--- src/rtl/shift_reg_seq_if.sv ---
// Bundle for the serializer: parallel-word handshake on one side, serial bit stream on the other.
interface shift_reg_seq_if #(parameter int N = 4);
  logic [N-1:0] Data;
  logic         in_valid;
  logic         in_ready;
  logic         dir;
  logic         abort;
  logic         sout;
  logic         sout_valid;
  logic         sout_ready;
  logic [N-1:0] Q;
  logic         busy;
  logic         done;

  modport master (
    output Data, in_valid, dir, abort, sout_ready,
    input  in_ready, sout, sout_valid, Q, busy, done
  );

  modport slave (
    input  Data, in_valid, dir, abort, sout_ready,
    output in_ready, sout, sout_valid, Q, busy, done
  );
endinterface

--- src/rtl/shift_reg_seq.sv ---
// Parallel-load shift register plus bit counter and FSM that streams one word out serially,
// MSB- or LSB-first, with backpressure, abort and a one-cycle done pulse.
module shift_reg_seq #(
  parameter int N  = 4,
  parameter int CW = 3
) (
  input logic            clk,
  input logic            rst,
  shift_reg_seq_if.slave bus
);

  typedef enum logic [1:0] {IDLE, SHIFT, DONE} state_t;

  state_t        state;
  logic [N-1:0]  sreg;
  logic [CW-1:0] cnt;
  logic          dir_q;
  logic          in_ready_q;
  logic          sout_valid_q;
  logic          busy_q;
  logic          done_q;

  localparam logic [CW-1:0] LAST = CW'(N - 1);

  always_ff @(posedge clk) begin
    if (rst) begin
      state        <= IDLE;
      sreg         <= '0;
      cnt          <= '0;
      dir_q        <= 1'b0;
      in_ready_q   <= 1'b1;
      sout_valid_q <= 1'b0;
      busy_q       <= 1'b0;
      done_q       <= 1'b0;
    end else if (bus.abort && state != IDLE) begin
      // Cancel wins over a simultaneous final shift, so no done pulse escapes.
      state        <= IDLE;
      sreg         <= '0;
      cnt          <= '0;
      in_ready_q   <= 1'b1;
      sout_valid_q <= 1'b0;
      busy_q       <= 1'b0;
      done_q       <= 1'b0;
    end else begin
      case (state)
        IDLE: begin
          if (bus.in_valid) begin
            state        <= SHIFT;
            sreg         <= bus.Data;
            dir_q        <= bus.dir;
            cnt          <= '0;
            in_ready_q   <= 1'b0;
            sout_valid_q <= 1'b1;
            busy_q       <= 1'b1;
          end
        end
        SHIFT: begin
          if (bus.sout_ready) begin
            sreg <= dir_q ? {1'b0, sreg[N-1:1]} : {sreg[N-2:0], 1'b0};
            cnt  <= cnt + CW'(1);
            if (cnt == LAST) begin
              state        <= DONE;
              sout_valid_q <= 1'b0;
              busy_q       <= 1'b0;
              done_q       <= 1'b1;
            end
          end
        end
        DONE: begin
          state      <= IDLE;
          done_q     <= 1'b0;
          in_ready_q <= 1'b1;
        end
        default: begin
          state        <= IDLE;
          in_ready_q   <= 1'b1;
          sout_valid_q <= 1'b0;
          busy_q       <= 1'b0;
          done_q       <= 1'b0;
        end
      endcase
    end
  end

  // Output bit comes straight off the register so it is stable for the whole cycle.
  assign bus.sout       = sout_valid_q & (dir_q ? sreg[0] : sreg[N-1]);
  assign bus.sout_valid = sout_valid_q;
  assign bus.in_ready   = in_ready_q;
  assign bus.busy       = busy_q;
  assign bus.done       = done_q;
  assign bus.Q          = sreg;

endmodule

--- src/flat_wrapper.sv ---
// flat-port wrapper written by rule: the top's interface ports become plain ports
module shift_reg_seq_flat 
#(
  parameter int N  = 4,
  parameter int CW = 3
)
  (clk, rst, bus_Data, bus_in_valid, bus_dir, bus_abort, bus_sout_ready, bus_in_ready, bus_sout, bus_sout_valid, bus_Q, bus_busy, bus_done);
  shift_reg_seq_if #(.N(N)) bus_i ();
  input logic clk;
  input logic rst;
  input wire logic [$bits(bus_i.Data)-1:0] bus_Data;
  input wire logic [$bits(bus_i.in_valid)-1:0] bus_in_valid;
  input wire logic [$bits(bus_i.dir)-1:0] bus_dir;
  input wire logic [$bits(bus_i.abort)-1:0] bus_abort;
  input wire logic [$bits(bus_i.sout_ready)-1:0] bus_sout_ready;
  output wire logic [$bits(bus_i.in_ready)-1:0] bus_in_ready;
  output wire logic [$bits(bus_i.sout)-1:0] bus_sout;
  output wire logic [$bits(bus_i.sout_valid)-1:0] bus_sout_valid;
  output wire logic [$bits(bus_i.Q)-1:0] bus_Q;
  output wire logic [$bits(bus_i.busy)-1:0] bus_busy;
  output wire logic [$bits(bus_i.done)-1:0] bus_done;
  assign bus_i.Data = bus_Data;
  assign bus_i.in_valid = bus_in_valid;
  assign bus_i.dir = bus_dir;
  assign bus_i.abort = bus_abort;
  assign bus_i.sout_ready = bus_sout_ready;
  assign bus_in_ready = bus_i.in_ready;
  assign bus_sout = bus_i.sout;
  assign bus_sout_valid = bus_i.sout_valid;
  assign bus_Q = bus_i.Q;
  assign bus_busy = bus_i.busy;
  assign bus_done = bus_i.done;
  shift_reg_seq #(.N(N), .CW(CW)) u_core (.clk(clk), .rst(rst), .bus(bus_i));
endmodule
--- config.mk ---
export PLATFORM = sky130hd
export DESIGN_NAME = shift_reg_seq_flat
export DESIGN_NICKNAME = d
export VERILOG_FILES = /design/src/rtl/shift_reg_seq_if.sv /design/src/rtl/shift_reg_seq.sv /design/src/flat_wrapper.sv
export SDC_FILE = /design/constraint.sdc
export NUM_CORES = 1
export LEC_CHECK = 0
export CELL_PAD_IN_SITES_DETAIL_PLACEMENT = 1
export CELL_PAD_IN_SITES_GLOBAL_PLACEMENT = 1
export CORE_MARGIN = 5
export CORE_UTILIZATION = 29
export DETAILED_ROUTE_END_ITERATION = 7
export MAX_ROUTING_LAYER = met4
export PLACE_DENSITY_LB_ADDON = 0.1
export SYNTH_ARGS = -nofsm -noshare
export SYNTH_HDL_FRONTEND = slang
export SYNTH_SLANG_ARGS = --single-unit
--- constraint.sdc ---
create_clock -name clk -period 1.4 [get_ports clk]
set_input_delay 0.14 -clock clk [delete_from_list [all_inputs] [get_ports clk]]
set_output_delay 0.14 -clock clk [all_outputs]
set_load 0.02 [all_outputs]
==> results of run 1 <==
## worst paths after layout
| kind | slack, ps | from | endpoint | depth (start not counted) |
|---|---|---|---|---|
| setup reg to reg | 10 | u_core.cnt[1] | u_core.cnt[2] | 4 |
| hold / removal | 400 | rst | u_core.dir_q | 2 |
| hold reg to reg | 470 | u_core.bus.in_ready | u_core.bus.in_ready | 1 |
| setup / recovery | 10 | u_core.cnt[1] | u_core.cnt[2] | 4 |
## logic make-up after synthesis
kind of cell / share of synthesized area [%]
AOI/OAI and AO/OA: 21.4
adders and majority gates: 3.82
and+or+nand+nor: 17.8
muxes: 9.37
DFF: 39.8
buffers and inverters: 7.84
## synthesized netlist by cell type (2+ instances only)
cell type	instances
or4_1	2
clkbuf_1	3
nor3_1	4
a2111oi_0	2
nor2_1	3
a21oi_1	9
o21ai_0	8
dfxtp_1	13
nand2_1	2
mux2i_1	5
nand3_1	2
inv_1	3
a2111o_1	2
buf_2	2
ha_1	2
## worst reg2reg max path, stage by stage (launching register included)
cell     delay [ps]
dfxtp_2         340
ha_4            160
ha_4            200
or4_4           480
a21oi_2         150
## power by group
| part | internal, W | switching, W | total, W |
|---|---|---|---|
| clock network | 0.000110 | 0.000134 | 0.000244 |
| registers | 0.000392 | 0.0000164 | 0.000408 |
| logic | 0.000111 | 0.0000979 | 0.000208 |
## state kept, by name, summed over array words and instances, names as in the netlist
name / count
u_core.bus.done: 1
u_core.bus.Q: 4
u_core.bus.in_ready: 1
u_core.bus.sout_valid: 1
u_core.cnt: 3
u_core.state: 2
u_core.dir_q: 1
## per-stage QoR
step | setup slack (ps) | area, um^2 | hold slack [ps] | TNS [ps] | utilization (%)
detailed placement | -145 | 950 | 456 | -428 | 43.3
floorplan | 17.1 | 654 | 212 | 0 | -
global route | -10.9 | 1010 | 433 | -21.0 | 46.0
finish | 14.6 | 1010 | 403 | 0 | 46.0
global placement | -128 | 950 | 448 | -303 | 43.3
CTS | -34.6 | 1000 | 408 | -34.6 | 45.7
## cell type report
type	instances	area (um^2)
clock buffer	4	26.3
fill	257	1180
inverter	3	11.3
multi-input combinational	51	377
sequential	13	265
tap	28	35.0
timing repair buffer	34	294
## metal layers
| layer | share of wire (%) | GRT usage [%] | vias up |
|---|---|---|---|
| met5 | 0 | - | - |
| met4 | 0.62 | 5.96 | 0 |
| met3 | 3.7 | 2.04 | 2 |
| met2 | 51 | 21.3 | 8 |
| met1 | 44 | 14.0 | 312 |
| li1 | - | - | 337 |
## repair_timing
item | 4_1_cts | 5_1_grt
pin swaps | 3 | 2
gates resized for setup | 14 | 4
setup endpoints to repair | 8 | 5
hold buffers | 0 | 0
==> out/results.txt, run 1 <==
outcome: finished, final reports clean
setup repair bufs after CTS: 0
Mapped Cells: 74
most frequent cells in the layout: buf_4 (16), clkdlybuf4s50_1 (10), dfxtp_1 (9)
number of warnings issued by yosys: 0
register bit total from synthesis: 13
share of layout cells above drive strength 1: 26.7%
drt first pass iters: 1
final wirelength: 1.94 mm
H-Tree Depth: 1
CP max stage cell: or4_4
synth unique cells: 27
CTS tree: done
Clock Sinks: 13
drt initial violations: 0
Final #Nets: 118
FMAX: 0.722 GHz
Clock Root Buffer: clkbuf_4
global-route usage over all layers: 12.5%
Post-synth EDFFs: 0
Post-Syn Area per Cell: 8.84 um^2
pin count of the biggest net entering global routing: 12
Synth area leaders: dfxtp_1 (40%), mux2i_1 (7.6%), a21oi_1 (6.9%), o21ai_0 (6.1%), ha_1 (3.8%)
Critical Path Fanout Max: 2
min cycle time layout: 1390 ps
RSZ-0062 raised after global routing: true
Die X: 57.5 um
crit-path cells: ha_4 -> ha_4 -> or4_4 -> a21oi_2
Worst Skew: 12.7 ps
Worst setup SP type: flip-flop
Clock Pin Slew Worst Setup and Hold Paths: 90 ps
CP top delay family: simple AND/OR/NAND/NOR gates
first-pass GRT wire length: 3.12 mm
Crit Path Category: reg -> reg
Die Height: 57.5 um
area leader, netlist: dfxtp_1
Core Region: 2190 um^2
placed insts: 129
cell row count: 17
Cell Pwr Density: 854 nW/um^2
fraction of registers with async set/reset: 0%
DP HPWL: 1.47 mm
Setup Viol. Count Final: 0
CP max stage delay: 480 ps
ant diodes: 0
sequential-to-total area share from yosys stat: 39.8%
via count: 659
Post-Synthesis Cell Area: 654 um^2
Critical Path AT: 1590 ps
prevailing post-synth register cell: dfxtp_1
vias in the first global route: 708
max-slew violation count: 0
Buffers & Inverters on Critical Path: 0
WL per Instance: 14.5 um
syn_nets: 86
drt drc: 0
CP Capture Type: flip-flop
Tcrit/Tclk final: 99.0%
worst skew pair latency: 280 ps
I/O Buffers: 18
VDD IR max: 0.526 mV
Worst Tran Pin Value: 361 ps
Clock Path Buffers: 2
Rel. slew slack: 75.3%
initial antenna violation count: 0
fin cells: 133
IO Count: 19
starting density of the core: 29.9%
area delta synth->final: 54.1%
post-DR vias/cell: 4.95
Required @ worst endpoint: 1610 ps
top-area cell type share of the netlist area: 39.8%
Max Cap Violations: 0
Top cell by count, worst path: ha_4
Final Hold Viols: 0
placer's final routability congestion estimate: 0.734
die area: 3310 um^2
commonest non-fill, non-tap cell in the layout: buf_4
Final ANT Viol Nets: 0
grt total ovfl: 0
Tot Pwr: 0.000861 W
Worst Hold Class: in -> reg
CTS Buf Count: 3
leakage power total: 0.404 nW
Note: power is estimated with default switching activity, not from simulation.
==> inputs of run 2 (changes only) <==
--- a/config.mk
+++ b/config.mk
@@ -10,8 +10,10 @@
 export CORE_MARGIN = 5
 export CORE_UTILIZATION = 29
 export DETAILED_ROUTE_END_ITERATION = 7
+export GPL_TIMING_DRIVEN = 0
 export MAX_ROUTING_LAYER = met4
 export PLACE_DENSITY_LB_ADDON = 0.1
+export SLEW_MARGIN = 5
 export SYNTH_ARGS = -nofsm -noshare
 export SYNTH_HDL_FRONTEND = slang
 export SYNTH_SLANG_ARGS = --single-unit
==> run 2 against run 1 <==
  * Flip-flop and latch count stayed put
  * First-iteration DRC count is 7 higher
  * Sequential power hardly changed
  * Via count is 4.7% lower
  * Worst hold slack worse by 140 ps
  * Critical path depth is 3 lower
  * Critical path type is now reg -> out
  * Maximum frequency is 2.5% higher
  * Clock power is 2% lower
  * Final area is 8.7% lower
  * Wire length is 5.2% lower
  * Combinational power is 13% lower
  * Final cell count is 6.8% lower
==> out/results.txt, run 2 (synthesis gave the netlist of run 1 again) <==
fin cells: 124 (-6.8%)
Core Region: 2190 um^2 (unchanged)
DP HPWL: 1.31 mm (-10%)
H-Tree Depth: 1 (unchanged)
max reg flops: 4 (unchanged)
cell row count: 17 (unchanged)
placer's final routability congestion estimate: 0.736 (+0.29%)
most frequent cells in the layout: dfxtp_1 (11), clkdlybuf4s50_1 (9), o21ai_0 (8), a21oi_1 (8), dlygate4sd2_1 (7)
ant diodes: 0 (unchanged)
Tcrit/Tclk final: 96.5% (-2.4 points)
worst skew pair latency: 270 ps (about the same)
Cell Pwr Density: 901 nW/um^2 (+5.5%)
Final ANT Viol Nets: 0 (unchanged)
grt total ovfl: 0 (unchanged)
CP Capture Type: output port
global-route usage over all layers: 11.8% (-0.70 points)
r2r setup slk: 70 ps (+60 ps)
drt first pass iters: 4 (+3)
IO Count: 19 (unchanged)
CTS Hold Buffers Added: 0 (unchanged)
Critical Path Fanout Max: 2 (unchanged)
placed insts: 120 (-7.0%)
Clock Root Buffer: clkbuf_4
share of layout cells above drive strength 1: 17.7% (-9.0 points)
Die X: 57.5 um (unchanged)
Final Hold Viols: 0 (unchanged)
Worst setup SP type: flip-flop
Rel. slew slack: 65.5% (-9.8 points)
WL per Instance: 14.8 um (+1.7%)
Fillers: 267 (+3.9%)
GRT busiest layer: met2
I/O Buffers: 18 (unchanged)
Total Neg Setup Slack: 0 ps (unchanged)
drt drc: 0 (unchanged)
CP max stage delay: 600 ps (+120 ps)
M2 GR Usage: 17.3% (-4.0 points)
first-pass GRT wire length: 3.02 mm (-3.1%)
Clock Pin Slew Worst Setup and Hold Paths: 80 ps (about the same)
starting density of the core: 29.9% (unchanged)
Tot Pwr: 0.000830 W (-3.6%)
CP max stage cell: clkdlybuf4s50_1
via count: 628 (-4.7%)
Critical Path AT: 1210 ps (-380 ps)
min cycle time layout: 1350 ps (-33.8 ps)
RSZ-0062 raised after global routing: false
drt initial violations: 7 (+7)
Clock Path Buffers: 2 (unchanged)
pin count of the biggest net entering global routing: 11 (-1)
initial antenna violation count: 0 (unchanged)
CTS tree: done
outcome: finished, final reports clean
CP top delay family: buffers and inverters
crit-path cells: clkdlybuf4s50_1
final wirelength: 1.84 mm (-5.2%)
max-slew violation count: 0 (unchanged)
leakage power total: 0.358 nW (-11%)
Worst Tran Pin Value: 517 ps (+157 ps)
Required @ worst endpoint: 1260 ps (-350 ps)
Max Cap Violations: 0 (unchanged)
met3 Use GR: 2.26% (+0.23 points)
FMAX: 0.740 GHz (+2.5%)
GRT met1 Usage: 16.0% (+2.1 points)
Setup Viol. Count Final: 0 (unchanged)
Worst Hold Class: in -> reg
CTS Buf Count: 3 (unchanged)
Worst Skew: 1.17 ps (-11.5 ps)
Crit Path Category: reg -> out
post-DR vias/cell: 5.06 (+2.2%)
Final #Nets: 109 (-7.6%)
Buffers & Inverters on Critical Path: 1 (+1)
Clock Sinks: 13 (unchanged)
area delta synth->final: 40.7%
Die Height: 57.5 um (unchanged)
commonest non-fill, non-tap cell in the layout: dfxtp_1
setup repair bufs after CTS: 0 (unchanged)
vias in the first global route: 624 (-12%)
VDD IR max: 0.584 mV (+11%)
Layout Utilization: 42.0% (-4.0 points)
die area: 3310 um^2 (unchanged)
run 2: cell types whose count changed in the layout (fill, tap and decap cells not counted), moves of 2 or more:
cell / before / now
dfxtp_1: 9 / 11
buf_4: 16 / 2
clkbuf_4: 3 / 5
dfxtp_2: 4 / 2
run 2: worst paths after layout:
kind,from,to,cells after the start
setup / recovery,u_core.bus.done,bus_done,1
hold / removal,bus_in_valid,u_core.bus.sout_valid,3
setup reg to reg,u_core.cnt[1],u_core.cnt[2],4
hold reg to reg,u_core.bus.in_ready,u_core.bus.in_ready,1
run 2: where the power goes:
part / internal [W] / switching (W) / leakage (nW)
Combinational: 0.0000889 / 0.0000922 / 0.236
Clock: 0.000110 / 0.000128 / 0.0150
Sequential: 0.000391 / 0.0000188 / 0.107
Total: 0.000591 / 0.000239 / 0.358
run 2: layout make-up:
class / count / area [um^2] / share of cell area (%)
Clock buffer: 4 / 26.3 / 2.85
Tap cell: 28 / 35.0 / 3.80
Sequential cell: 13 / 263 / 28.5
Timing Repair Buffer: 18 / 169 / 18.3
Multi-Input combinational cell: 51 / 367 / 39.8
Buffer: 7 / 50.0 / 5.43
Inverter: 3 / 11.3 / 1.22
run 2: what timing repair did:
| action | in CTS | in global routing |
|---|---|---|
| resized for setup | 14 | 12 |
| pin swaps | 2 | 1 |
| setup endpoints to repair | 13 | 10 |
run 2: per-stage QoR:
step	worst slack (ps)	cell area, um^2	hold WS, ps
floorplan	17.1	654	212
global placement	-253	870	448
detailed placement	-304	870	450
CTS	17.1	887	345
global route	0.978	921	285
finish	48.4	921	266
run 2: routing by layer:
layer  up-vias  part of all wire [%]
met5         -                     0
met4         0                  0.76
met3         2                   3.3
met2         8                    46
met1       298                    50
li1        320                     -
